## src/rtl/fifo_ptr_ctrl_if.sv

```systemverilog
// fifo_ptr_ctrl_if: request/status bundle between a FIFO user and fifo_ptr_ctrl.
//   master (user)  : drives write, read, flush (and err_clr), observes everything else
//   slave  (ctrl)  : drives wptr, rptr, fifo_write, fifo_read, level and status flags
//   FIFO_PTR_ERR_FLAGS_EN adds err_clr, overflow and underflow.
interface fifo_ptr_ctrl_if #(
    parameter int DEPTH      = 32,
    parameter int PTR_LENGTH = $clog2(DEPTH),
    parameter int CNT_LENGTH = $clog2(DEPTH + 1)
);
    logic                  write;
    logic                  read;
    logic                  flush;
    logic [PTR_LENGTH-1:0] wptr;
    logic [PTR_LENGTH-1:0] rptr;
    logic                  fifo_write;
    logic                  fifo_read;
    logic                  fifo_full;
    logic                  fifo_empty;
    logic                  almost_full;
    logic                  almost_empty;
    logic [CNT_LENGTH-1:0] level;
`ifdef FIFO_PTR_ERR_FLAGS_EN
    logic                  err_clr;
    logic                  overflow;
    logic                  underflow;

    modport master (
        output write, read, flush, err_clr,
        input  wptr, rptr, fifo_write, fifo_read, fifo_full, fifo_empty,
               almost_full, almost_empty, level, overflow, underflow
    );
    modport slave (
        input  write, read, flush, err_clr,
        output wptr, rptr, fifo_write, fifo_read, fifo_full, fifo_empty,
               almost_full, almost_empty, level, overflow, underflow
    );
`else
    modport master (
        output write, read, flush,
        input  wptr, rptr, fifo_write, fifo_read, fifo_full, fifo_empty,
               almost_full, almost_empty, level
    );
    modport slave (
        input  write, read, flush,
        output wptr, rptr, fifo_write, fifo_read, fifo_full, fifo_empty,
               almost_full, almost_empty, level
    );
`endif
endinterface

```

## src/rtl/fifo_ptr_ctrl.sv

```systemverilog
// fifo_ptr_ctrl: read/write pointer, occupancy and status controller for a single-clock FIFO.
//   clk     : clock, all state on rising edge
//   reset_n : asynchronous active-low reset
//   bus     : fifo_ptr_ctrl_if.slave -- write/read/flush requests in; RAM addresses
//             (wptr/rptr), qualified enables, level and full/empty/almost flags out
//   Optional macro FIFO_PTR_ERR_FLAGS_EN adds err_clr input and sticky overflow/underflow.
//   Pointers wrap explicitly at DEPTH-1, so any DEPTH >= 2 is supported.
module fifo_ptr_ctrl #(
    parameter int DEPTH      = 32,
    parameter int PTR_LENGTH = $clog2(DEPTH),
    parameter int CNT_LENGTH = $clog2(DEPTH + 1),
    parameter int AF_THRESH  = DEPTH - 4,
    parameter int AE_THRESH  = 4
) (
    input logic                 clk,
    input logic                 reset_n,
    fifo_ptr_ctrl_if.slave      bus
);
    if (DEPTH < 2 || AE_THRESH < 0 || AE_THRESH >= AF_THRESH || AF_THRESH > DEPTH) begin : g_param_err
        $error("fifo_ptr_ctrl: illegal DEPTH/AF_THRESH/AE_THRESH combination");
    end

    logic [PTR_LENGTH-1:0] wptr_q, rptr_q, wptr_nxt, rptr_nxt;
    logic [CNT_LENGTH-1:0] level_q, level_nxt;
    logic                  full_q, empty_q, af_q, ae_q;
    logic                  fifo_write, fifo_read;

    // A full FIFO is never empty, so a write while full succeeds exactly when the read does.
    assign fifo_read  = bus.read & ~empty_q & ~bus.flush;
    assign fifo_write = bus.write & (~full_q | bus.read) & ~bus.flush;

    always_comb begin
        wptr_nxt  = bus.flush ? '0 :
                    fifo_write ? ((wptr_q == PTR_LENGTH'(DEPTH - 1)) ? '0 : wptr_q + PTR_LENGTH'(1)) :
                    wptr_q;
        rptr_nxt  = bus.flush ? '0 :
                    fifo_read ? ((rptr_q == PTR_LENGTH'(DEPTH - 1)) ? '0 : rptr_q + PTR_LENGTH'(1)) :
                    rptr_q;
        level_nxt = bus.flush ? '0 :
                    (fifo_write & ~fifo_read) ? level_q + CNT_LENGTH'(1) :
                    (fifo_read & ~fifo_write) ? level_q - CNT_LENGTH'(1) :
                    level_q;
    end

    // Flags come from the next-state level so they always agree with level.
    always_ff @(posedge clk or negedge reset_n) begin
        if (!reset_n) begin
            wptr_q  <= '0;
            rptr_q  <= '0;
            level_q <= '0;
            full_q  <= 1'b0;
            empty_q <= 1'b1;
            af_q    <= 1'b0;
            ae_q    <= 1'b1;
        end else begin
            wptr_q  <= wptr_nxt;
            rptr_q  <= rptr_nxt;
            level_q <= level_nxt;
            full_q  <= level_nxt == CNT_LENGTH'(DEPTH);
            empty_q <= level_nxt == '0;
            af_q    <= level_nxt >= CNT_LENGTH'(AF_THRESH);
            ae_q    <= level_nxt <= CNT_LENGTH'(AE_THRESH);
        end
    end

    assign bus.wptr         = wptr_q;
    assign bus.rptr         = rptr_q;
    assign bus.level        = level_q;
    assign bus.fifo_full    = full_q;
    assign bus.fifo_empty   = empty_q;
    assign bus.almost_full  = af_q;
    assign bus.almost_empty = ae_q;
    assign bus.fifo_write   = fifo_write;
    assign bus.fifo_read    = fifo_read;

`ifdef FIFO_PTR_ERR_FLAGS_EN
    logic ovf_q, unf_q;

    // A set event in the same cycle as err_clr keeps the flag high.
    always_ff @(posedge clk or negedge reset_n) begin
        if (!reset_n) begin
            ovf_q <= 1'b0;
            unf_q <= 1'b0;
        end else begin
            ovf_q <= (bus.write & ~fifo_write & ~bus.flush) | (ovf_q & ~bus.err_clr);
            unf_q <= (bus.read & empty_q & ~bus.flush) | (unf_q & ~bus.err_clr);
        end
    end

    assign bus.overflow  = ovf_q;
    assign bus.underflow = unf_q;
`endif
endmodule

```

## src/flat_wrapper.sv

```systemverilog
// flat-port wrapper written by rule: the top's interface ports become plain ports
module fifo_ptr_ctrl_flat 
#(
    parameter int DEPTH      = 32,
    parameter int PTR_LENGTH = $clog2(DEPTH),
    parameter int CNT_LENGTH = $clog2(DEPTH + 1),
    parameter int AF_THRESH  = DEPTH - 4,
    parameter int AE_THRESH  = 4
)
  (clk, reset_n, bus_write, bus_read, bus_flush, bus_wptr, bus_rptr, bus_fifo_write, bus_fifo_read, bus_fifo_full, bus_fifo_empty, bus_almost_full, bus_almost_empty, bus_level);
  fifo_ptr_ctrl_if #(.DEPTH(DEPTH), .PTR_LENGTH(PTR_LENGTH), .CNT_LENGTH(CNT_LENGTH)) bus_i ();
  input logic clk;
  input logic reset_n;
  input wire logic [$bits(bus_i.write)-1:0] bus_write;
  input wire logic [$bits(bus_i.read)-1:0] bus_read;
  input wire logic [$bits(bus_i.flush)-1:0] bus_flush;
  output wire logic [$bits(bus_i.wptr)-1:0] bus_wptr;
  output wire logic [$bits(bus_i.rptr)-1:0] bus_rptr;
  output wire logic [$bits(bus_i.fifo_write)-1:0] bus_fifo_write;
  output wire logic [$bits(bus_i.fifo_read)-1:0] bus_fifo_read;
  output wire logic [$bits(bus_i.fifo_full)-1:0] bus_fifo_full;
  output wire logic [$bits(bus_i.fifo_empty)-1:0] bus_fifo_empty;
  output wire logic [$bits(bus_i.almost_full)-1:0] bus_almost_full;
  output wire logic [$bits(bus_i.almost_empty)-1:0] bus_almost_empty;
  output wire logic [$bits(bus_i.level)-1:0] bus_level;
  assign bus_i.write = bus_write;
  assign bus_i.read = bus_read;
  assign bus_i.flush = bus_flush;
  assign bus_wptr = bus_i.wptr;
  assign bus_rptr = bus_i.rptr;
  assign bus_fifo_write = bus_i.fifo_write;
  assign bus_fifo_read = bus_i.fifo_read;
  assign bus_fifo_full = bus_i.fifo_full;
  assign bus_fifo_empty = bus_i.fifo_empty;
  assign bus_almost_full = bus_i.almost_full;
  assign bus_almost_empty = bus_i.almost_empty;
  assign bus_level = bus_i.level;
  fifo_ptr_ctrl #(.DEPTH(DEPTH), .PTR_LENGTH(PTR_LENGTH), .CNT_LENGTH(CNT_LENGTH), .AF_THRESH(AF_THRESH), .AE_THRESH(AE_THRESH)) u_core (.clk(clk), .reset_n(reset_n), .bus(bus_i));
endmodule
```

## config.mk

```make
export PLATFORM = sky130hd
export DESIGN_NAME = fifo_ptr_ctrl_flat
export DESIGN_NICKNAME = d
export VERILOG_FILES = /design/src/rtl/fifo_ptr_ctrl_if.sv /design/src/rtl/fifo_ptr_ctrl.sv /design/src/flat_wrapper.sv
export SDC_FILE = /design/constraint.sdc
export NUM_CORES = 1
export LEC_CHECK = 0
export BUFFER_PORTS_ARGS = -buffer_cell sky130_fd_sc_hd__buf_2
export CORE_ASPECT_RATIO = 2
export CORE_MARGIN = 4
export CORE_UTILIZATION = 35
export DETAILED_ROUTE_END_ITERATION = 10
export MAX_ROUTING_LAYER = met4
export PLACE_DENSITY = 0.55
export RECOVER_POWER = 50
export SYNTH_ARGS = -nofsm -noshare
export SYNTH_HDL_FRONTEND = slang
export SYNTH_SLANG_ARGS = --single-unit
export TNS_END_PERCENT = 100
```

## constraint.sdc

```tcl
create_clock -name clk -period 2.7 [get_ports clk]
set_clock_uncertainty 0.05 [all_clocks]
set_input_delay 0.135 -clock clk [delete_from_list [all_inputs] [get_ports clk]]
set_output_delay 0.135 -clock clk [all_outputs]
set_load 0.01 [all_outputs]
```

Word level (Yosys, flattened, before mapping)
Index checks and enable logic that the tools add are counted.
{"block": "totals", "regBits": 20, "latch_bits": 0, "ram_bits": 0, "rom_bits": 0, "input_bits": 5, "word_cells": 40, "n_memories": 0}
{"block": "op_classes", "addsub": 4, "n_mul": 0, "div": 0, "order_cmp": 2, "eq_ne": 3, "shifts": 0, "n_mux": 9, "bitwise": 12, "n_reduce_logical": 3}
{"operator": "5-bit two-way mux", "count": 6}
{"operator": "6-bit two-way mux", "count": 3}
{"operator": "5-bit by 1-bit adder with 5-bit output, second input constant", "count": 2}
{"operator": "5-bit == test, second input constant", "count": 2}
{"operator": "6-bit by 1-bit adder with 6-bit output, second input constant", "count": 1}
{"operator": "1-bit bitwise AND", "count": 6}
{"operator": "6-bit == test, second input constant", "count": 1}
{"operator": "6-bit by 5-bit greater-or-equal comparator with 1-bit output, second input constant", "count": 1}
{"operator": "6-bit by 3-bit <= comparator with 1-bit output, second input constant", "count": 1}
{"operator": "6-bit zero test", "count": 1}
{"operator": "6-bit by 1-bit subtractor with 6-bit output, second input constant", "count": 1}
{"operator": "1-bit inverter", "count": 5}
{"operator": "2-bit nonzero test", "count": 2}
{"operator": "1-bit OR", "count": 1}

Longest topological paths before layout
{"block": "logic_depth", "ltp_word": 10, "mapped_depth": 9}

Worst setup path before layout
Ideal clock, no wire load.
{"block": "synth_timing", "kind": "reg2reg", "from": "register u_core.level_q[2], in the netlist u_core.bus.level[2]", "to": "register u_core.empty_q, in the netlist u_core.bus.fifo_empty", "setup_ns": 0.097, "arrival_time_ns": 1.999, "t_required_ns": 2.553, "slack_ns": 0.555, "stages_incl_launch_ff": 6, "n_path_buf": 0, "period_less_slack_ns": 2.145, "path_cell_list": "dfrtp_1 -> or3_1 -> or4_4 -> a21oi_2 -> mux2_4 -> nor4_1"}
{"block": "synth_between", "elab_chain_cells": 5, "word_cells_on_any_way": 6, "classes_between": "add/sub: 2; mux: 3; reduce/logical: 1"}
{"element": "start, declared", "line_no": "fifo_ptr_ctrl.sv:24", "text": "logic [CNT_LENGTH-1:0] level_q, level_nxt;"}
{"element": "start signal, assigned", "line_no": "fifo_ptr_ctrl.sv:58", "text": "level_q <= level_nxt;"}
{"element": "6-bit by 1-bit subtractor with 6-bit output", "line_no": "fifo_ptr_ctrl.sv:41", "text": "(fifo_read & ~fifo_write) ? level_q - CNT_LENGTH'(1) :"}
{"element": "6-bit two-way mux", "line_no": "fifo_ptr_ctrl.sv:41"}
{"element": "6-bit two-way mux *", "line_no": "fifo_ptr_ctrl.sv:40", "text": "(fifo_write & ~fifo_read) ? level_q + CNT_LENGTH'(1) :"}
{"element": "6-bit two-way mux *", "line_no": "fifo_ptr_ctrl.sv:39", "text": "level_nxt = bus.flush ? '0 :"}
{"element": "named net u_core.level_nxt[5]", "line_no": "fifo_ptr_ctrl.sv:24"}
{"element": "6-bit zero test *", "line_no": "fifo_ptr_ctrl.sv:60", "text": "empty_q <= level_nxt == '0;"}
{"element": "end signal, assigned", "line_no": "fifo_ptr_ctrl.sv:52", "text": "empty_q <= 1'b1;"}
{"element": "end signal, assigned", "line_no": "fifo_ptr_ctrl.sv:60"}
{"element": "end, declared", "line_no": "fifo_ptr_ctrl.sv:25", "text": "logic full_q, empty_q, af_q, ae_q;"}
Mark *: on every way through the listed nets, which the timed path passes. The rest lies on a longest branch.
A chain may end at the register's enable or synchronous reset.

Final worst setup path
{"block": "layout_timing", "from": "register u_core.full_q, in the netlist u_core.bus.fifo_full", "to": "register u_core.empty_q, in the netlist u_core.bus.fifo_empty"}
{"block": "layout_between", "elab_chain_cells": 10, "word_cells_on_any_way": 11, "classes_between": "mux: 3; bitwise: 7; reduce/logical: 1"}
{"element": "start, declared", "line_no": "fifo_ptr_ctrl.sv:25"}
{"element": "start signal, assigned", "line_no": "fifo_ptr_ctrl.sv:59", "text": "full_q <= level_nxt == CNT_LENGTH'(DEPTH);"}
{"element": "1-bit inverter *", "line_no": "fifo_ptr_ctrl.sv:30", "text": "assign fifo_write = bus.write & (~full_q | bus.read) & ~bus.flush;"}
{"element": "1-bit OR *", "line_no": "fifo_ptr_ctrl.sv:30"}
{"element": "1-bit bitwise AND * (2 in series)", "line_no": "fifo_ptr_ctrl.sv:30"}
{"element": "1-bit inverter", "line_no": "fifo_ptr_ctrl.sv:41"}
{"element": "1-bit bitwise AND", "line_no": "fifo_ptr_ctrl.sv:41"}
{"element": "6-bit two-way mux", "line_no": "fifo_ptr_ctrl.sv:41"}
{"element": "6-bit two-way mux *", "line_no": "fifo_ptr_ctrl.sv:40"}
{"element": "6-bit two-way mux *", "line_no": "fifo_ptr_ctrl.sv:39"}
{"element": "named net u_core.level_nxt[5]", "line_no": "fifo_ptr_ctrl.sv:24"}
{"element": "6-bit zero test *", "line_no": "fifo_ptr_ctrl.sv:60"}
Marks and branches as above.

==> impl_metrics.yaml <==
run_status:
  outcome: "finished clean"
worst_setup_path:
  worst-path-buf-inv: 1
  critPathKind: "reg2reg"
  worstPathMaxFanout: 11
  cp_top_family: "simple AND/OR/NAND/NOR gates"
  timing.critical_path.arrival_ps: 2430
  cp-end-kind: "flip-flop"
  cp_slowest_stage_delay_ps: 500
  reg2reg_setup_slack_ps: 390
  crit_path_top_delay_cell: "or4_4"
  startpoint_type: "flip-flop"
  critPathRequiredTime_ps: 2820
  timing.critical_path.cells: "inv_1 -> o2111a_2 -> or4_4 -> a21oi_2 -> mux2_4 -> nor4_1"
logic_synthesis:
  synthArstFlopShare_pct: 100
  synth_common_cells: "dfrtp_1, nor2_1, a21oi_1"
  synth.net_count: 141
  synth_area_mm2: 0.00130
  synth-main-ff-cell: "dfrtp_1"
  ys_seq_elements: 20
  synth_sequential_area_ratio_pct: 38.7
  yosysWarningCount: 0
  syn-instance-count: 130
  number_of_synthesized_flops_with_an_enable_pin: 0
  yosys.area.top_type: "dfrtp_1"
  synthDistinctLibCells: 45
  yosys.cell_count.top_type: "dfrtp_1"
  synth_largest_type_area_fraction_pct: 34.7
  syn_avg_cell_area_um2: 9.99
  netlist_top_cells_area: "dfrtp_1, ha_1, buf_6, dfstp_2, a21oi_1"
timing:
  achievable-frequency_mhz: 433
  rsz0062_at_grt: "false"
  totalNegativeSetupSlack_ps: 0
  final_period_util_pct: 85.6
  worst_slew_pin_slew_ps: 1120
  number_of_hold_violations_in_the_final_report: 0
  final-setup-viol-count: 0
  drv_slew: 0
  timing.final.crit_period_ps: 2310
  relSlewSlack_pct: 25.6
global_route:
  largest_net_degree_at_the_start_of_global_routing: 21
  grt_antenna_before_repair: 0
  grt_pass1_wl_um: 4830
  grt_pass1_vias: 1073
  grt-ovfl-total: 0
  groute.usage.overall_pct: 13.5
job:
  drv.max_cap_violation_count: 0
die:
  die_footprint_mm2: 0.00481
  fp.dieW_um: 51.1
  pin_count: 27
  floorplan.die.height_um: 94.1
  core.rowCount: 31
  floorplan.initialDensity_pct: 36.0
  core_area_mm2: 0.00361
power:
  ir_worst_vdd_mv: 0.236
  power.switching_uw: 391
  power.static_leakage_nw: 0.662
  combPwrFrac_pct: 36.4
  share_clk_of_total_power_pct: 26.3
  power.switching_fraction_pct: 34.0
  power.density_mw_per_mm2: 765
  power.sequential.fraction_pct: 37.3
  intPower_uw: 759
cells_and_area:
  n_antenna_cell: 0
  drive_above_1_share_pct: 24.4
  area_growth_synth_to_finish_pct: 15.8
  fin_area_mm2: 0.00150
  total_number_of_nets_in_the_final_design: 168
  cell_count_final_fillers_out: 205
routing:
  drt_first_pass_iters: 4
  detail_route.wl_per_cell_um: 13.7
  ant_nets: 0
  violation_count_after_the_first_detailed_routing_iteration: 16
  drt-total-wl_um: 2810
  drt_drc: 0
  routed_via_density: 5.20
  route.vias.total: 1067
clock_network:
  numClockSinks: 20
  cts_resized: 0
  ctsHoldBuffers: 1
  cts.path.max_buffers: 2
  tritoncts.num_buffers: 3
  cts_root_buffer: "clkbuf_8"
  cts.clk_slew.worst_paths_ps: 80
  tritoncts_clock_tree: "built"
  worst_skew_pair.late_latency_ps: 260
  post_cts_buffers: 0
  cts.htree.levels: 1
place:
  placement.io_buffers: 26
  place.gp.congestion: 0.787
  numPlacedInstances: 200
  placed_cell_area_mm2: 0.00144
  dp_hpwl_um: 2170
min_path:
  type_of_the_tightest_min_delay_check: "in2reg"
[flip-flops by register name, indices dropped and copies added, names as in the netlist]
| signal | count |
|---|---|
| u_core.bus.rptr | 5 |
| u_core.bus.almost_full | 1 |
| u_core.bus.almost_empty | 1 |
| u_core.bus.fifo_empty | 1 |
| u_core.bus.fifo_full | 1 |
| u_core.bus.wptr | 5 |
| u_core.bus.level | 6 |
[kinds of logic (layout without fill, tap and decap cells)]
kind of cell	Yosys count	after routing	share of synthesized area, %
flip-flops	20	20	38.7
multiplexers	4	4	3.47
XOR/XNOR	2	2	1.35
AND/OR/NAND/NOR	58	58	29.5
buffers and inverters	12	38	6.65
AO/OA/AOI/OAI	28	28	14.5
adder cells (fa/ha/maj)	6	6	5.78
[power groups by stage]
stage	clock [mW]	sequential (mW)	combinational, mW
floorplan	0	0.448	0.299
global placement	0	0.431	0.426
detailed placement	0	0.434	0.429
CTS	0.310	0.430	0.432
global route	0.318	0.441	0.471
finish	0.303	0.429	0.419
[placed cells by master (no fill, tap or decap), types with 2 or more instances in the layout]
cell type,instances
buf_2,14
a211oi_1,3
nor2b_1,3
a22oi_1,2
nand4_2,2
and3_1,2
dfrtp_1,18
nor2_1,12
inv_1,5
ha_1,6
a21oi_1,9
o21ai_0,5
buf_4,2
clkbuf_1,12
nor3_1,5
dfstp_2,2
a31oi_1,2
nand2_1,5
o21ai_1,2
nand3_1,6
mux2i_1,3
nand3b_1,2
nand4_1,2
clkbuf_8,3
or3_1,5
xnor2_1,2
[layer usage]
layer / GRT usage [%] / vias up / part of all wire (%)
met5: - / - / 0
met4: 8.31 / 0 / 4.2
met3: 1.75 / 7 / 4.6
met2: 22.7 / 24 / 52
met1: 14.7 / 511 / 39
li1: - / 525 / -
[stage by stage]
stage	power (mW)	hold slack [ps]	utilization, %	setup WS, ps
after floorplan	0.747	-211	-	555
after global routing	1.23	191	41.7	251
after global placement	0.858	60.0	39.9	420
final	1.15	168	41.7	388
after detailed placement	0.863	68.4	39.9	412
after CTS	1.17	172	42.1	385
[path summary, 6_finish.rpt]
check | startpoint | end | cells past startpoint
max | u_core.bus.fifo_full | u_core.bus.fifo_empty | 6
min | bus_flush | u_core.bus.wptr[1] | 2
max reg2reg | u_core.bus.fifo_full | u_core.bus.fifo_empty | 6
min reg2reg | u_core.bus.rptr[4] | u_core.bus.rptr[4] | 2
max in group asynchronous | reset_n | u_core.bus.rptr[4] | 2
min in group asynchronous | reset_n | u_core.bus.wptr[4] | 2
[layout make-up]
| cell class | count | area [um^2] |
|---|---|---|
| clock inverter | 1 | 30.0 |
| tap | 49 | 61.3 |
| timing repair buffer | 29 | 140 |
| inverter | 5 | 18.8 |
| fill | 377 | 2100 |
| multi-input combinational | 98 | 709 |
| sequential | 20 | 503 |
| clock buffer | 3 | 41.3 |
Note: power is estimated with default switching activity, not from simulation.
